**src/rtl/hack_cpu_mc.sv**
```systemverilog
// Multi-cycle Hack CPU: fetch, optional M read, one-cycle execute, optional M write.
// Instruction and data memories are reached through separate req/ack handshakes.
module hack_cpu_mc #(
    parameter int unsigned DATA_W   = 16,
    parameter int unsigned ADDR_W   = 15,
    parameter int unsigned RESET_PC = 0
) (
    input  logic              clk,
    input  logic              reset,
    output logic              instr_req,
    output logic [ADDR_W-1:0] instr_addr,
    input  logic              instr_ack,
    input  logic [DATA_W-1:0] instr_data,
    output logic              dmem_req,
    output logic              dmem_we,
    output logic [ADDR_W-1:0] dmem_addr,
    output logic [DATA_W-1:0] dmem_wdata,
    input  logic              dmem_ack,
    input  logic [DATA_W-1:0] dmem_rdata,
    output logic [ADDR_W-1:0] pc_out,
    output logic [DATA_W-1:0] a_out,
    output logic [DATA_W-1:0] d_out,
    output logic              retire,
    output logic              halted
);

    localparam logic [ADDR_W-1:0] ResetPc = ADDR_W'(RESET_PC);

    typedef enum logic [2:0] {
        StFetch,
        StMemRd,
        StExec,
        StMemWr,
        StHalt
    } state_e;

    state_e            state_q, state_d;
    logic [DATA_W-1:0] a_q, a_d;
    logic [DATA_W-1:0] d_q, d_d;
    logic [DATA_W-1:0] ir_q, ir_d;
    logic [DATA_W-1:0] m_q, m_d;
    logic [ADDR_W-1:0] pc_q, pc_d;
    logic [ADDR_W-1:0] wb_addr_q, wb_addr_d;
    logic [DATA_W-1:0] wb_data_q, wb_data_d;
    logic              halt_pend_q, halt_pend_d;
    logic              halted_q, halted_d;

    // Instruction field decode (C-instruction layout)
    logic              is_c;
    logic              sel_m;
    logic              dest_a, dest_d, dest_m;
    logic [2:0]        jmp_bits;

    assign is_c     = ir_q[DATA_W-1];
    assign sel_m    = ir_q[12];
    assign dest_a   = ir_q[5];
    assign dest_d   = ir_q[4];
    assign dest_m   = ir_q[3];
    assign jmp_bits = ir_q[2:0];

    logic [DATA_W-1:0] alu_x, alu_y, alu_r;
    logic              alu_zr, alu_ng;
    logic              jmp_taken;
    logic [ADDR_W-1:0] jmp_tgt;
    logic [ADDR_W-1:0] pc_inc;
    logic              halt_now;

    // ALU: x = D, y = A or M, with zx/nx/zy/ny/f/no control bits
    always_comb begin
        alu_x = ir_q[11] ? '0 : d_q;
        if (ir_q[10]) alu_x = ~alu_x;
        alu_y = ir_q[9] ? '0 : (sel_m ? m_q : a_q);
        if (ir_q[8]) alu_y = ~alu_y;
        alu_r = ir_q[7] ? (alu_x + alu_y) : (alu_x & alu_y);
        if (ir_q[6]) alu_r = ~alu_r;
    end

    assign alu_zr    = (alu_r == '0);
    assign alu_ng    = alu_r[DATA_W-1];
    assign jmp_taken = is_c && ((jmp_bits[2] && alu_ng) || (jmp_bits[1] && alu_zr) ||
                                (jmp_bits[0] && !alu_ng && !alu_zr));
    // Jump target and M write address both use A as it was before this instruction
    assign jmp_tgt   = a_q[ADDR_W-1:0];
    assign pc_inc    = pc_q + ADDR_W'(1);
    // A jump onto itself can never make progress, so it is treated as halt
    assign halt_now  = jmp_taken && (jmp_tgt == pc_q);

    // State register with synchronous reset
    always_ff @(posedge clk) begin
        if (reset) begin
            state_q     <= StFetch;
            a_q         <= '0;
            d_q         <= '0;
            ir_q        <= '0;
            m_q         <= '0;
            pc_q        <= ResetPc;
            wb_addr_q   <= '0;
            wb_data_q   <= '0;
            halt_pend_q <= 1'b0;
            halted_q    <= 1'b0;
        end else begin
            state_q     <= state_d;
            a_q         <= a_d;
            d_q         <= d_d;
            ir_q        <= ir_d;
            m_q         <= m_d;
            pc_q        <= pc_d;
            wb_addr_q   <= wb_addr_d;
            wb_data_q   <= wb_data_d;
            halt_pend_q <= halt_pend_d;
            halted_q    <= halted_d;
        end
    end

    // Next-state, register updates and handshake outputs
    always_comb begin
        state_d     = state_q;
        a_d         = a_q;
        d_d         = d_q;
        ir_d        = ir_q;
        m_d         = m_q;
        pc_d        = pc_q;
        wb_addr_d   = wb_addr_q;
        wb_data_d   = wb_data_q;
        halt_pend_d = halt_pend_q;
        halted_d    = halted_q;
        instr_req   = 1'b0;
        dmem_req    = 1'b0;
        dmem_we     = 1'b0;
        dmem_addr   = '0;
        dmem_wdata  = '0;
        retire      = 1'b0;

        unique case (state_q)
            StFetch: begin
                instr_req = 1'b1;
                if (instr_ack) begin
                    ir_d    = instr_data;
                    state_d = (instr_data[DATA_W-1] && instr_data[12]) ? StMemRd : StExec;
                end
            end
            StMemRd: begin
                dmem_req  = 1'b1;
                dmem_addr = a_q[ADDR_W-1:0];
                if (dmem_ack) begin
                    m_d     = dmem_rdata;
                    state_d = StExec;
                end
            end
            StExec: begin
                if (!is_c) begin
                    a_d     = {1'b0, ir_q[DATA_W-2:0]};
                    pc_d    = pc_inc;
                    retire  = 1'b1;
                    state_d = StFetch;
                end else begin
                    if (dest_a) a_d = alu_r;
                    if (dest_d) d_d = alu_r;
                    pc_d = jmp_taken ? jmp_tgt : pc_inc;
                    if (dest_m) begin
                        wb_addr_d   = a_q[ADDR_W-1:0];
                        wb_data_d   = alu_r;
                        halt_pend_d = halt_now;
                        state_d     = StMemWr;
                    end else begin
                        retire   = 1'b1;
                        halted_d = halt_now;
                        state_d  = halt_now ? StHalt : StFetch;
                    end
                end
            end
            StMemWr: begin
                dmem_req   = 1'b1;
                dmem_we    = 1'b1;
                dmem_addr  = wb_addr_q;
                dmem_wdata = wb_data_q;
                if (dmem_ack) begin
                    retire   = 1'b1;
                    halted_d = halt_pend_q;
                    state_d  = halt_pend_q ? StHalt : StFetch;
                end
            end
            StHalt: begin
                state_d = StHalt;
            end
            default: begin
                state_d = StFetch;
            end
        endcase

        // While reset is held nothing is requested and nothing completes
        if (reset) begin
            instr_req = 1'b0;
            dmem_req  = 1'b0;
            dmem_we   = 1'b0;
            retire    = 1'b0;
        end
    end

    assign instr_addr = pc_q;
    assign pc_out     = pc_q;
    assign a_out      = a_q;
    assign d_out      = d_q;
    assign halted     = halted_q;

endmodule

```
**config.mk**
```make
export PLATFORM = sky130hd
export DESIGN_NAME = hack_cpu_mc
export DESIGN_NICKNAME = d
export VERILOG_FILES = /design/src/rtl/hack_cpu_mc.sv
export SDC_FILE = /design/constraint.sdc
export NUM_CORES = 1
export LEC_CHECK = 0
export CORE_MARGIN = 2
export CORE_UTILIZATION = 38
export CTS_BUF_LIST = sky130_fd_sc_hd__clkbuf_4 sky130_fd_sc_hd__clkbuf_8 sky130_fd_sc_hd__clkbuf_16
export CTS_CLUSTER_SIZE = 16
export DETAILED_ROUTE_END_ITERATION = 16
export GPL_TIMING_DRIVEN = 1
export PLACE_DENSITY_LB_ADDON = 0.08
export SYNTH_ARGS = -nofsm -noshare
export SYNTH_HDL_FRONTEND = slang
export SYNTH_SLANG_ARGS = --single-unit
```
**constraint.sdc**
```tcl
create_clock -name clk -period 11.92 [get_ports clk]
set_clock_uncertainty 0.15 [all_clocks]
set_input_delay 1.788 -clock clk [delete_from_list [all_inputs] [get_ports clk]]
set_output_delay 1.788 -clock clk [all_outputs]
set_load 0.005 [all_outputs]
```
=== Yosys cells after proc, flatten, opt, wreduce, memory -nomap -nowiden ===
Index checks and enable logic that the tools add are counted.

* Register bits after elaboration: 115
* Word-level logic and storage cells: 86
* Bits of input ports: 36
* Output and inout port bits: 98

* Reductions and logical operators: 22
* Bitwise gates (word level): 4
* Eq/ne operators: 11
* Mux-type cells: 37
* $add $sub $neg: 2

{| class="wikitable"
|+ Operators by type and width
! kind !! count
|-
| $mux 16 || 10
|-
| $not 16->16 || 3
|-
| $mux 15 || 2
|-
| $pmux 15 s2 || 1
|-
| $mux 3 || 7
|-
| $add 16x16->16 || 1
|-
| $and 16x16->16 || 1
|-
| $logic_not 16->1 || 1
|-
| $add 15x1->15 const B || 1
|-
| $eq 15x15->1 || 1
|-
| $pmux 3 s5 || 1
|-
| $mux 1 || 13
|-
| $ne 2x2->1 const B || 6
|-
| $reduce_and 3->1 || 3
|-
| $logic_and 1x1->1 || 7
|-
| $eq 3x2->1 const B || 2
|-
| $reduce_and 2->1 || 3
|-
| $pmux 1 s2 || 2
|-
| $reduce_and 4->1 || 1
|-
| $eq 3x1->1 const B || 1
|-
| $eq 3x3->1 const B || 1
|-
| $logic_not 3->1 || 1
|-
| $logic_not 1->1 || 2
|-
| $logic_or 1x1->1 || 2
|-
| 3 further kinds || 3
|}

=== Depth between registers and ports, before layout ===
Gate-level depths: netlist of run 1.

* Depth in word-level cells: 18
* Depth in mapped cells: 18
* Depth with buffers taken out: 15

=== Least setup slack after synthesis of run 1 ===
No wires, ideal clock.

* Path kind: reg2reg
* Start point: reg ir_q[12]
* End point: reg pc_q[1], in the netlist instr_addr[1]
* Slack: 7.144 ns
* Period minus slack after synthesis: 4.776 ns
* Arrival: 4.541 ns
* Required time: 11.684 ns
* Buffers on the path: 4
* Library setup time: 0.086 ns
* Stages on the path, launching flop included: 19
* Cell sequence: dfxtp_1 clkbuf_1 clkbuf_1 mux2i_1 nor2_1 xor2_1 ha_1 buf_2 nand3_1 o211ai_1 a2111oi_1 nor4_2 nand2_1 or4b_1 o31a_1 o311a_1 buf_2 mux2i_1 a211oi_1

* Word-level cells in the longest chain between the ends: 15
* Elaborated cells on any way between the ends: 21
* Those cells by class: 1 x add/sub; 7 x mux; 3 x bitwise; 10 x reduce/logical

{| class="wikitable"
|+ RTL lines
! element !! line !! RTL
|-
| start, declared || 40 || <nowiki>logic [DATA_W-1:0] ir_q, ir_d;</nowiki>
|-
| start signal, assigned || 105 || <nowiki>ir_q <= ir_d;</nowiki>
|-
| $mux 16 * (2 in a row) || 72 || <nowiki>alu_y = ir_q[9] ? '0 : (sel_m ? m_q : a_q);</nowiki>
|-
| $not 16->16 || 73 || <nowiki>if (ir_q[8]) alu_y = ~alu_y;</nowiki>
|-
| $mux 16 * || 73 ||
|-
| $add 16x16->16 / $and 16x16->16 (equally long branches) || 74 || <nowiki>alu_r = ir_q[7] ? (alu_x + alu_y) : (alu_x & alu_y);</nowiki>
|-
| $mux 16 * || 74 ||
|-
| $not 16->16 || 75 || <nowiki>if (ir_q[6]) alu_r = ~alu_r;</nowiki>
|-
| $mux 16 * || 75 ||
|-
| $logic_not 16->1 / $logic_not 1->1 (equally long branches) || 78, 81 ||
|-
| $logic_and 1x1->1 (tied with other cells) || 80 || <nowiki>assign jmp_taken = is_c && ((jmp_bits[2] && alu_ng) || (jmp_bits[1] && alu_zr) ||</nowiki>
|-
| $logic_or 1x1->1 / $logic_and 1x1->1 (equally long branches) || 80, 81 ||
|-
| $logic_or 1x1->1 * || 80 ||
|-
| $logic_and 1x1->1 * || 80 ||
|-
| $mux 15 * || 159 || <nowiki>pc_d = jmp_taken ? jmp_tgt : pc_inc;</nowiki>
|-
| $mux 15 * || 151 || <nowiki>if (!is_c) begin</nowiki>
|-
| end signal, assigned || 96 || <nowiki>pc_q <= ResetPc;</nowiki>
|-
| end signal, assigned || 107 || <nowiki>pc_q <= pc_d;</nowiki>
|-
| end, declared || 42 || <nowiki>logic [ADDR_W-1:0] pc_q, pc_d;</nowiki>
|}

Mark *: on every way between the ends. The rest lies on a longest branch, timed or not.
A chain may end at the register's enable or synchronous reset.

=== Worst setup path in the final report of run 1 ===
* Start point: reg ir_q[12]
* End point: reg pc_q[0], in the netlist instr_addr[0]

The elaborated chain is that of the path after synthesis.

==> results of run 1 <==
## layout by cell type, fill, tap and decap left out, types with 23 or more instances in the layout
master	n
nand2b_1	31
nand2_1	209
mux2i_1	46
a211oi_1	28
nor2_1	92
xnor2_1	40
a21oi_1	107
dfxtp_1	115
and3_1	23
nand3_1	29
clkdlybuf4s50_1	132
## registers in the layout (all words and copies together), names as in the netlist
register,flops
state_q,3
a_out,16
m_q,16
wb_addr_q,15
wb_data_q,16
d_out,16
halt_pend_q,1
halted,1
ir_q,16
instr_addr,15
## worst max path at each step
| stage | from | endpoint | slack [ps] | cells after the start |
|---|---|---|---|---|
| detailed placement | reset | dmem_req | 6440 | 4 |
| global placement | reset | dmem_req | 6430 | 4 |
| floorplan | ir_q[12] | instr_addr[1] | 7140 | 18 |
| global route | ir_q[12] | instr_addr[0] | 6030 | 16 |
| CTS | ir_q[12] | instr_addr[0] | 6420 | 16 |
| finish | ir_q[12] | instr_addr[0] | 6420 | 16 |
## Yosys cell counts (15+ instances only)
cell,instances
a21o_1,16
nand2b_1,31
dfxtp_1,115
nor2_1,92
a31oi_1,18
clkbuf_1,55
a211oi_1,28
nor3_1,20
nand3_1,30
a21oi_1,107
ha_1,17
xnor2_1,40
nand2_1,209
and3_1,24
xor2_1,20
mux2i_1,46
buf_4,15
## worst max-delay path, cell delays in order (launching register included)
cell and delay (ps):
dfxtp_1 970, mux2i_1 280, nor2_1 80, xor2_1 170, ha_1 310, fa_1 430
a21oi_1 260, o211a_2 310, nor3_1 80, a211oi_1 280, nand2_1 130, or4b_1 570
o31a_1 300, o311a_1 350, buf_4 240, or3_1 330, a31oi_1 160
## per-layer routing
| layer | track usage | share of wire | vias up |
|---|---|---|---|
| met5 | 0 | 0 | - |
| met4 | 0.0526 | 0.0095 | 0 |
| met3 | 0.0357 | 0.036 | 17 |
| met2 | 0.403 | 0.49 | 170 |
| met1 | 0.311 | 0.46 | 3381 |
| li1 | - | - | 3643 |
## power breakdown
part	internal [W]	total [W]	switching [W]
logic	0.0000937	0.000227	0.000133
clock network	0.000348	0.000540	0.000191
registers	0.000396	0.000425	0.0000287
## cell families (layout without fill, tap and decap cells)
logic type                 Yosys count  in the layout  share of synthesized area
and+or+nand+nor                    451            451                      0.276
AOI/OAI and AO/OA                  223            223                      0.192
DFF                                115            115                      0.311
buffers and inverters               94            183                     0.0569
xor gates and xnor gates            60             60                     0.0709
muxes                               46             46                     0.0621
adders and majority gates           18             18                     0.0314
## metrics by stage
step                      power (W)  std cells  utilization
after global routing        0.00124       1361        0.488
after global placement     0.000659       1329        0.455
after CTS                   0.00120       1361        0.488
after floorplan            0.000576       1007            -
final                       0.00119       1361        0.488
after detailed placement   0.000659       1329        0.455
## area by class of cell
class | instances | area, µm²
clock buffers | 21 | 474
clock inverters | 11 | 151
fillers | 1997 | 9880
inverters | 8 | 30.0
multi-input cells | 798 | 4700
flip-flops and latches | 115 | 2300
well taps | 265 | 332
repair buffers | 143 | 1400
==> run summary, run 1 <==
outcome = completed
r2r worst-path depth = 16
design area = 9400 µm²
Worst EP required = 12110 ps
Layout area overhead = 26.8%
relative slew slack = 0.275
Hold Path Class = reg -> reg
RSZ-0062 raised after global routing = no
share of cells above drive strength 1 = 0.0538
Seq/Total Area, Yosys = 0.311
WP data arrival = 5700 ps
H-tree depth = 4
Yosys top cell area share = 0.311
dpl hpwl = 17.2 mm
final setup margin = 6420 ps
DIE HEIGHT = 144 µm
antenna violations before repair = 0
Worst-Margin Slew = 1090 ps
Routed wire per std cell = 17.7 µm
Rows = 51
Vias = 7211
total of max-cap violations = 0
Critical Path Start Type = flip-flop
Tmin final = 5500 ps
Setup-failing EPs final = 0
GRT Total Usage = 0.234
EDFF count, synth = 0
Die Area = 20600 µm²
clk root buf = clkbuf_16
core area = 19300 µm²
Crit Reg-Reg Startpoint = ir_q[12]
hold path start = wb_data_q[7]
average size of a mapped cell = 7.36 µm²
placed instance area = 8770 µm²
drt drc = 0
setup tns final = 0 ps
# resized after CTS = 0
crit path capture type = flip-flop
post-synthesis register bit count = 115
maximum clock insertion buffer count = 2
Post-synth ARST share = 0
Achievable Freq = 182 MHz
Hold Path End = wb_data_q[7]
Final GP Congestion = 0.871
DRT Wirelength = 24.1 mm
register clock-pin slew on the reported worst setup and hold paths = 50 ps
Cell Pwr Density = 127 nW/µm²
fin nets = 1137
Crit Path Category = reg -> reg
largest net degree at the start of global routing = 87
area leader, netlist = dfxtp_1
I/O Buffers = 133
Antenna Nets Post-Route = 0
Synth area leaders = dfxtp_1 31%, nand2_1 11%, a21oi_1 7.2%
Via density = 5.30
Initial Utilization = 0.384
GRT overflow = 0
die width = 144 µm
DRT Pass-1 Iters = 5
Synth Warn # = 0
Sink Count = 115
first-pass GRT wire length = 37.1 mm
Hold-fix buffers, CTS = 0
critical path fanouts, max = 31
Worst Hold Depth = 2
synth unique cells = 63
Final Hold Fails = 0
Place WS = 6440 ps
clock insertion delay at the later pin of the skew report = 430 ps
peak supply drop = 0.104 mV
I/O pin count = 134
Final period util = 0.462
leakage power = 3.23 nW
Hold WS = 302 ps
CTS Buf Count = 17
top_reg_cell synth = dfxtp_1
vias in the first global route = 6614
post-CTS setup buffer count = 0
post-synth net total = 1061
max-slew violation count = 0
reg2reg setup slack = 6420 ps
synthesized area = 7410 µm²
TritonCTS clock tree = done
Antenna Cells = 0
Worst R2R End = instr_addr[0]
number of DRC markers in iteration 0 = 413
Syn Inst Count = 1007
No activity file was read; power rests on OpenSTA's default activity.
==> run 2, diff against run 1 <==
clock period = 5.6 ns   (was 11.92 ns; I/O delays follow)
==> run summary, run 2 (synthesized netlist as in run 1, its figures left out) <==
outcome = completed
antenna violations before repair = 0
Hold Path Class = reg -> reg
Worst-Margin Slew = 1010 ps
WP data arrival = 5270 ps
clock insertion delay at the later pin of the skew report = 430 ps
Routed wire per std cell = 18.2 µm
max-slew violation count = 0
# resized after CTS = 0
Top Metal Used = met4
leakage power = 3.32 nW
CP max stage delay = 560 ps
DIE HEIGHT = 144 µm
Rows = 51
most frequent cells in the layout = 209 x nand2_1, 132 x clkdlybuf4s50_1, 115 x dfxtp_1, 107 x a21oi_1, 92 x nor2_1
die width = 144 µm
largest net degree at the start of global routing = 73
setup tns final = 0 ps
CTS Buf Count = 17
Post-Route M1 WL = 11.6 mm
Final GP Congestion = 0.909
Slowest-stage cell, CP = or4b_1
share of cells above drive strength 1 = 0.0682
Initial Utilization = 0.384
Final Hold Fails = 0
Crit Path Category = reg -> reg
H-tree depth = 4
Final Power = 0.00254 W
GRT overflow = 0
crit path capture type = flip-flop
DRT Wirelength = 25.1 mm
first-pass GRT wire length = 38.7 mm
drt drc = 0
peak supply drop = 0.219 mV
Layout area overhead = 28.5%
storage element area = 2300 µm²
relative slew slack = 0.325
Worst EP required = 5800 ps
Antenna Nets Post-Route = 0
total of max-cap violations = 0
Achievable Freq = 197 MHz
met2 wire length = 11.9 mm
most common cell after layout, fill and taps aside = nand2_1
RSZ-0062 raised after global routing = no
dpl hpwl = 18.2 mm
Tmin final = 5070 ps
Cell Chain, Critical Path = buf_4 > mux2i_1 > nor2_1 > xor2_1 > ha_1 > nand2_1 > nor2_1 > a2111oi_1 > a2111oi_2 > nand2_1 > or4b_1 > nor4b_1 > o311a_1 > buf_12 > nand3_1 > a31oi_1
Critical Path Start Type = flip-flop
clk root buf = clkbuf_16
Die Area = 20600 µm²
vias in the first global route = 6721
post-CTS setup buffer count = 0
fin nets = 1155
critical path fanouts, max = 21
GRT Total Usage = 0.245
Final period util = 0.906
core area = 19300 µm²
Setup-failing EPs final = 0
# fillers = 1991
number of DRC markers in iteration 0 = 404
Cell Pwr Density = 267 nW/µm²
Vias = 7377
Hold-fix buffers, CTS = 0
multi-input logic area = 4700 µm²
wire length on met3 = 987 µm
register clock-pin slew on the reported worst setup and hold paths = 60 ps
Sink Count = 115
DRT Pass-1 Iters = 5
TritonCTS clock tree = done
I/O Buffers = 133
maximum clock insertion buffer count = 2
I/O pin count = 134
Via density = 5.35
Antenna Cells = 0
[run 2: cell types whose count changed in the layout (fill, tap and decap cells not counted), sizes merged]
| cell | change |
|---|---|
| buf | +18 |
| clkinv | +3 |
| clkbuf | -2 |
| clkinvlp | -1 |
[run 2: worst paths after layout]
| path | slack [ps] | depth (start not counted) | endpoint | startpoint |
|---|---|---|---|---|
| min reg2reg | 300 | 2 | wb_data_q[12] | wb_data_q[12] |
| min | 300 | 2 | wb_data_q[12] | wb_data_q[12] |
| max | 530 | 16 | instr_addr[13] | ir_q[12] |
| max reg2reg | 530 | 16 | instr_addr[13] | ir_q[12] |
[run 2: per-stage QoR]
stage          cells  hold WS (ps)  utilization  instance area [µm²]  setup WS (ps)
6_report        1379           302        0.494                 9520            527
3_5_place_dp    1347           294        0.462                 8910            564
2_1_floorplan   1007           278            -                 7410            824
5_1_grt         1379           325        0.494                 9520            133
3_3_place_gp    1347           290        0.462                 8910            656
4_1_cts         1379           302        0.494                 9520            541
[run 2: layout make-up]
cell class                 count  share of cell area
multi-input combinational    798               0.493
sequential                   115               0.242
timing repair buffer         161               0.163
clock buffer                  19              0.0469
tap                          265              0.0348
clock inverter                13              0.0167
inverter                       8             0.00315
[run 2: report_power, final]
part	internal (W)	total [W]	switching (W)
Clock	0.000714	0.00113	0.000414
Combinational	0.000215	0.000534	0.000319
Sequential	0.000844	0.000880	0.0000359
[run 2: worst max-delay path, delay by kind of cell (launching register included)]
kind / cells / cell delay, ps
simple gates: 7 / 1710
compound gates: 4 / 1320
buf+inv: 2 / 530
flops: 1 / 460
fa+ha+maj: 1 / 430
mux: 1 / 220
xor+xnor: 1 / 160
[run 2: routing by layer]
metal | vias up | track usage
li1 | 3684 | -
met1 | 3474 | 0.331
met2 | 191 | 0.402
met3 | 28 | 0.0400
met4 | 0 | 0.0728
met5 | - | 0
==> run 3, diff against run 2 <==
CTS_CLUSTER_SIZE = unset   (was 16)
==> results of run 3 <==
Final layout, timing and power as in run 2 (identical DEF).
